$ cat src/rtl/mmio_responder.sv
// mmio_responder: MMIO/CSR target beside the data cache on the X-stage bus.
// Serves the 0x8xxxxxxx region (counters, counter clear, scratch) plus the tohost CSR.
module mmio_responder #(
   parameter int CNT_W = 32
) (
   input  logic        clk,
   input  logic        reset,
   input  logic [31:0] addr,
   input  logic [31:0] wdata,
   input  logic        we,
   input  logic [1:0]  st_size,
   input  logic        re,
   input  logic [2:0]  ld_size,
   input  logic        inst_retire,
   input  logic        csr_we,
   input  logic [31:0] csr_wdata,
   output logic [31:0] rdata,
   output logic        hit,
   output logic [31:0] tohost,
   output logic        misalign
);
   localparam logic [5:0] W_CYCLE   = 6'h04;
   localparam logic [5:0] W_INSTRET = 6'h05;
   localparam logic [5:0] W_CNT_CLR = 6'h06;
   localparam logic [5:0] W_SCRATCH = 6'h07;

   logic             in_region;
   logic [5:0]       word_idx;
   logic [3:0]       lane_mask;
   logic [31:0]      lane_data;
   logic             st_misaligned;
   logic             store_ok;
   logic [31:0]      rd_sel;
   logic [31:0]      rd_shift;

   logic [CNT_W-1:0] cycle_q, cycle_d;
   logic [CNT_W-1:0] instret_q, instret_d;
   logic [31:0]      scratch_q, scratch_d;
   logic [31:0]      rd_word_q, rd_word_d;
   logic [1:0]       rd_off_q, rd_off_d;
   logic [31:0]      tohost_q, tohost_d;
   logic             hit_q, hit_d;
   logic             mis_q, mis_d;

   // Only addr[31:28] and addr[7:0] take part in the decode.
   logic unused_addr;
   assign unused_addr = ^addr[27:8];

   // NOTE: every signal gets a default before any branch so no path can infer a latch.
   always_comb begin
      in_region     = (addr[31:28] == 4'h8);
      word_idx      = addr[7:2];
      lane_mask     = 4'b1111;
      lane_data     = wdata;
      st_misaligned = 1'b0;
      case (st_size)
         2'b00: begin
            lane_mask = 4'b0001 << addr[1:0];
            lane_data = {4{wdata[7:0]}};
         end
         2'b01: begin
            lane_mask     = 4'b0011 << {addr[1], 1'b0};
            lane_data     = {2{wdata[15:0]}};
            st_misaligned = addr[0];
         end
         default: st_misaligned = (addr[1:0] != 2'b00);
      endcase
      store_ok = we && in_region && !st_misaligned;

      rd_sel = 32'h0;
      case (word_idx)
         W_CYCLE:   rd_sel = 32'(cycle_q);
         W_INSTRET: rd_sel = 32'(instret_q);
         W_SCRATCH: rd_sel = scratch_q;
         default:   rd_sel = 32'h0;
      endcase

      // Counter clear wins over the increments on the same edge.
      if (store_ok && word_idx == W_CNT_CLR) begin
         cycle_d   = '0;
         instret_d = '0;
      end else begin
         cycle_d   = cycle_q + CNT_W'(1);
         instret_d = instret_q + CNT_W'(inst_retire);
      end

      scratch_d = scratch_q;
      if (store_ok && word_idx == W_SCRATCH) begin
         for (int i = 0; i < 4; i++) begin
            if (lane_mask[i]) scratch_d[i*8 +: 8] = lane_data[i*8 +: 8];
         end
      end

      // The load samples pre-edge state, so a same-cycle store is not yet visible.
      rd_word_d = rd_word_q;
      rd_off_d  = rd_off_q;
      if (re) begin
         rd_word_d = in_region ? rd_sel : 32'h0;
         rd_off_d  = addr[1:0];
      end

      hit_d    = (re || we) ? in_region : hit_q;
      mis_d    = mis_q || (we && in_region && st_misaligned);
      tohost_d = csr_we ? csr_wdata : tohost_q;
   end

   // NOTE: sequential state uses non-blocking assignments so all flops update from pre-edge values.
   always_ff @(posedge clk or posedge reset) begin
      if (reset) begin
         cycle_q   <= '0;
         instret_q <= '0;
         scratch_q <= '0;
         rd_word_q <= '0;
         rd_off_q  <= '0;
         tohost_q  <= '0;
         hit_q     <= 1'b0;
         mis_q     <= 1'b0;
      end else begin
         cycle_q   <= cycle_d;
         instret_q <= instret_d;
         scratch_q <= scratch_d;
         rd_word_q <= rd_word_d;
         rd_off_q  <= rd_off_d;
         tohost_q  <= tohost_d;
         hit_q     <= hit_d;
         mis_q     <= mis_d;
      end
   end

   // Load formatting follows the M-stage ld_size, not the one present at issue.
   always_comb begin
      rd_shift = rd_word_q >> {rd_off_q, 3'b000};
      case (ld_size)
         3'b000:  rdata = {{24{rd_shift[7]}}, rd_shift[7:0]};
         3'b001:  rdata = {{16{rd_shift[15]}}, rd_shift[15:0]};
         3'b100:  rdata = {24'h0, rd_shift[7:0]};
         3'b101:  rdata = {16'h0, rd_shift[15:0]};
         default: rdata = rd_word_q;
      endcase
   end

   assign hit      = hit_q;
   assign tohost   = tohost_q;
   assign misalign = mis_q;
endmodule

$ cat config.mk
export PLATFORM = sky130hd
export DESIGN_NAME = mmio_responder
export DESIGN_NICKNAME = d
export VERILOG_FILES = /design/src/rtl/mmio_responder.sv
export SDC_FILE = /design/constraint.sdc
export NUM_CORES = 1
export LEC_CHECK = 0
export BUFFER_PORTS_ARGS = -buffer_cell sky130_fd_sc_hd__buf_2
export CAP_MARGIN = 20
export CORE_ASPECT_RATIO = 1.2
export CORE_UTILIZATION = 50
export CTS_CLUSTER_DIAMETER = 60
export DETAILED_ROUTE_END_ITERATION = 7
export PLACE_DENSITY = 0.86
export SLEW_MARGIN = 20
export SYNTH_ARGS = -nofsm -noshare
export SYNTH_HDL_FRONTEND = slang
export SYNTH_SLANG_ARGS = --single-unit
$ cat constraint.sdc
create_clock -name clk -period 5.2 [get_ports clk]
set_input_delay 0.52 -clock clk [delete_from_list [all_inputs] [get_ports clk]]
set_output_delay 0.52 -clock clk [all_outputs]
set_load 0.01 [all_outputs]
==> summary.log <==
[outcome] status finished, final reports clean
[synthesis] area share of the largest cell type after synthesis 46.7%
[grt] antenna violations before repair 0
[pwr] internal power component 2410 uW
[sta] setup repair after global routing missed its margin false
[sta] setup skew after layout 0.0109 ns
[placement] Cell Area, Placed 9620 sq um
[cts] clock root buffer sky130_fd_sc_hd__clkbuf_16
[sta] number of pins with negative max-slew slack in the final report 0
[pwr] Switch Pwr 822 uW
[cts] Clock transition at path regs 0.07 ns
[sta] achievable clock frequency 279 MHz
[floorplanning] die extent in y 147 um
[cts] number of buffers inserted by post-CTS setup repair 0
[sta] period utilisation layout 69.0%
[synthesis] Primary FF master, synth sky130_fd_sc_hd__dfrtp_1
[worst_setup_path] type of destination of the critical path output port
[pwr] total power 3230 uW
[route] final antenna-violating net count 0
[cts] clock latency on the worst-skew pair 0.43 ns
[synthesis] Post-synth EDFFs 0
[synthesis] register bit count reported by yosys 164
[worst_setup_path] startpoint class of the critical path flip-flop
[grt] global router's overall resource usage 26.6%
[pwr] Clk network pwr share 43.2%
[worst_setup_path] worst reg2reg path startpoint instret_q[0]$_DFF_PP0_
[floorplanning] die boundary width 123 um
[route] number of DRC violations after detailed routing 0
[route] final wirelength 23,100 um
[synthesis] number of warning messages in the yosys log 0
[floorplanning] overall die area 18,100 sq um
[synthesis] Synthesized Nets 973
[cts] Max Root-Sink Buffers 2
[pwr] power density over the cells 314 nW/um^2
[worst_setup_path] FF-to-FF path depth 6
[route] average wire length per cell after detail routing 19.2 um
[placement] Post-Place Setup Slack 2.08 ns
[cts] CTS Sinks 164
[grt] pin count of the biggest net entering global routing 118
[worst_setup_path] buffering stage count on the worst path with inverters included 1
[synthesis] leading post-synthesis cells by cell area sky130_fd_sc_hd__dfrtp_1 (47%), sky130_fd_sc_hd__mux2_2 (14%), sky130_fd_sc_hd__nand2_1 (2.9%)
[sta] final setup violating endpoints 0
[cts] CTS Buf Count 17
[worst_setup_path] crit path cell chain mux4_2, nand2b_1, a21boi_1, o21ai_0, buf_2
[cts] H-tree levels 4
[synthesis] most frequent cell after synthesis sky130_fd_sc_hd__dfrtp_1
[worst_setup_path] Worst setup startpoint rd_off_q[1]$_DFFE_PP0P_
[route] count of TritonRoute iterations in the first routing pass 5
[worst_setup_path] critical path type reg2out
[finish] Final Cell Area 10,300 sq um
[placement] half-perimeter wire length after placement 16,200 um
[floorplanning] Initial Util 51.6%
[finish] number of antenna diodes 0
[sta] Relative slew margins 44.5%
[synthesis] cell taking the most area after synthesis sky130_fd_sc_hd__dfrtp_1
[route] overall via count from detail_route 7,536
[synthesis] count of different cell masters after synthesis 52
[synthesis] combined area of all synthesized cells 8790 sq um
[sta] final worst-path setup slack 1.61 ns
[cts] total of cells resized after clock tree synthesis 0
[worst_setup_path] endpoint of the lowest-slack register-to-register path instret_q[24]$_DFF_PP0_
[sta] actual slew at the worst max-slew pin 0.833 ns
[worst_setup_path] cell with the largest stage delay on the worst path sky130_fd_sc_hd__dfrtp_1
[hold_path] Hold WC Path Type in2async
[sta] summed negative setup slack over all endpoints 0 ns
[pwr] Reg power frac 45.4%
[pwr] switching fraction of total power 25.5%
[grt] global-route wire length before repair 36,900 um
[worst_setup_path] reg2reg setup slack 2.60 ns
[worst_setup_path] largest delay contributor family on the critical path flip-flops
[worst_setup_path] arrival time worst endpoint 3.07 ns
[synthesis] number of standard cells after synthesis 863
[placement] Placer Congestion 0.915
[synthesis] Synth top cells by count sky130_fd_sc_hd__dfrtp_1 (164), sky130_fd_sc_hd__mux2_2 (106), sky130_fd_sc_hd__nand2_1 (67)
[synthesis] mean cell area of the mapped netlist 10.2 sq um
[run] number of maximum-capacitance constraint violations 0
[finish] fraction of layout instances using a drive strength above 1 31.5%
[worst_setup_path] delay contributed by the slowest stage of the critical path 0.87 ns
[pwr] largest voltage drop on the vdd net 0.000235 V
[cts] CTS tree built
[floorplanning] core area 17,000 sq um
[synthesis] share of flip-flops with an asynchronous set or reset after synthesis 100%
[grt] overflow left after global routing 0
[floorplanning] number of primary I/O pins 173
[worst_setup_path] critical path fanouts, max 20
[pwr] power share of the combinational group 11.4%
[finish] nets@finish 1,084
[route] violation count after the first detailed-route iteration 635
[route] via/cell ratio 6.26
[sta] hold violation count in the final report 0
[worst_setup_path] CP Capture Point rdata[17]
[cts] CTS hold repair buffers 0
[worst_setup_path] required time at the worst-slack endpoint 4.68 ns
[grt] vias in the first global route 7,266
[worst_setup_path] total number of cells along the worst setup path 5
[sta] clock period minus worst slack 3.59 ns
[floorplanning] # rows 52
[pwr] leakage power 0.00450 uW
[placement] IO Port Bufs 152
[synthesis] sequential area share after synthesis 46.7%
[finish] area growth from synthesis to layout 17.0%
## power groups by stage
stage / clock [uW] / sequential [uW] / combinational, uW
2_1_floorplan: 0 / 1450 / 260
3_3_place_gp: 0 / 1480 / 355
3_5_place_dp: 0 / 1490 / 366
4_1_cts: 1410 / 1460 / 368
5_1_grt: 1460 / 1480 / 407
6_report: 1390 / 1470 / 368
## sequential cells by signal, summed over array words and instances, names as in the netlist
signal	flops
cycle_q	32
instret_q	32
rd_word_q	32
scratch_q	32
tohost	32
rd_off_q	2
hit	1
misalign	1
## worst min-delay path by stage
| stage | cells past startpoint | from | endpoint | slack, ns |
|---|---|---|---|---|
| final | 2 | reset | tohost[8]$_DFFE_PP0P_ | 0.21 |
| after global routing | 2 | csr_wdata[22] | tohost[22]$_DFFE_PP0P_ | 0.31 |
| after CTS | 2 | csr_wdata[31] | tohost[31]$_DFFE_PP0P_ | 0.31 |
| after detailed placement | 1 | misalign$_DFF_PP0_ | misalign$_DFF_PP0_ | 0.48 |
| after global placement | 1 | misalign$_DFF_PP0_ | misalign$_DFF_PP0_ | 0.45 |
| after floorplan | 1 | scratch_q[0]$_DFFE_PP0P_ | scratch_q[0]$_DFFE_PP0P_ | 0.45 |
## layout by cell type, fill, tap and decap left out, types with 17 or more instances in the layout
cell type	instances
sky130_fd_sc_hd__buf_2	152
sky130_fd_sc_hd__mux2i_1	18
sky130_fd_sc_hd__mux2_2	106
sky130_fd_sc_hd__o21ai_0	40
sky130_fd_sc_hd__dfrtp_1	164
sky130_fd_sc_hd__nand3_1	21
sky130_fd_sc_hd__o31ai_1	19
sky130_fd_sc_hd__a22oi_1	32
sky130_fd_sc_hd__inv_1	40
sky130_fd_sc_hd__clkbuf_16	17
sky130_fd_sc_hd__nand4_1	23
sky130_fd_sc_hd__nand2_1	67
sky130_fd_sc_hd__nor2_1	38
sky130_fd_sc_hd__or4_1	21
sky130_fd_sc_hd__a21oi_1	44
sky130_fd_sc_hd__o22ai_1	39
## cell families after synthesis
logic type / synth area share [%]
XOR/XNOR: 2.29
multiplexers: 16.9
adder cells (fa/ha/maj): 0.427
AND/OR/NAND/NOR: 14.5
AO/OA/AOI/OAI: 14.6
flip-flops: 46.7
buffers and inverters: 4.61
## worst reg2reg max path, stage by stage, from the launching register on
cell and delay, ns:
sky130_fd_sc_hd__dfrtp_1 0.36, sky130_fd_sc_hd__ha_1 0.19, sky130_fd_sc_hd__ha_1 0.21, sky130_fd_sc_hd__and4_1 0.34
sky130_fd_sc_hd__nand3_1 0.53, sky130_fd_sc_hd__or4_1 0.71, sky130_fd_sc_hd__a21oi_1 0.17
## area by class of cell
cell class                 count  area [sq um]
sequential                   164          4100
inverter                      41           161
clock buffer                  21           460
timing repair buffer         156           791
tap                          216           270
multi-input combinational    594          4300
clock inverter                11           199
fill                        1377          6760
## through the flow
stage          instances  utilization, %  hold slack (ns)
2_1_floorplan        863               -            0.452
3_3_place_gp        1171            56.4            0.452
3_5_place_dp        1171            56.4            0.480
4_1_cts             1203            60.3            0.308
5_1_grt             1203            60.3            0.310
6_report            1203            60.3            0.210
## metal layers
metal | part of all wire, % | up-vias | global-route usage (%)
met5 | 0 | - | 0
met4 | 5.3 | 0 | 15.0
met3 | 7.5 | 89 | 4.97
met2 | 48 | 408 | 42.5
met1 | 39 | 3645 | 33.8
li1 | - | 3394 | -
Power figures use the tool's default switching activity.
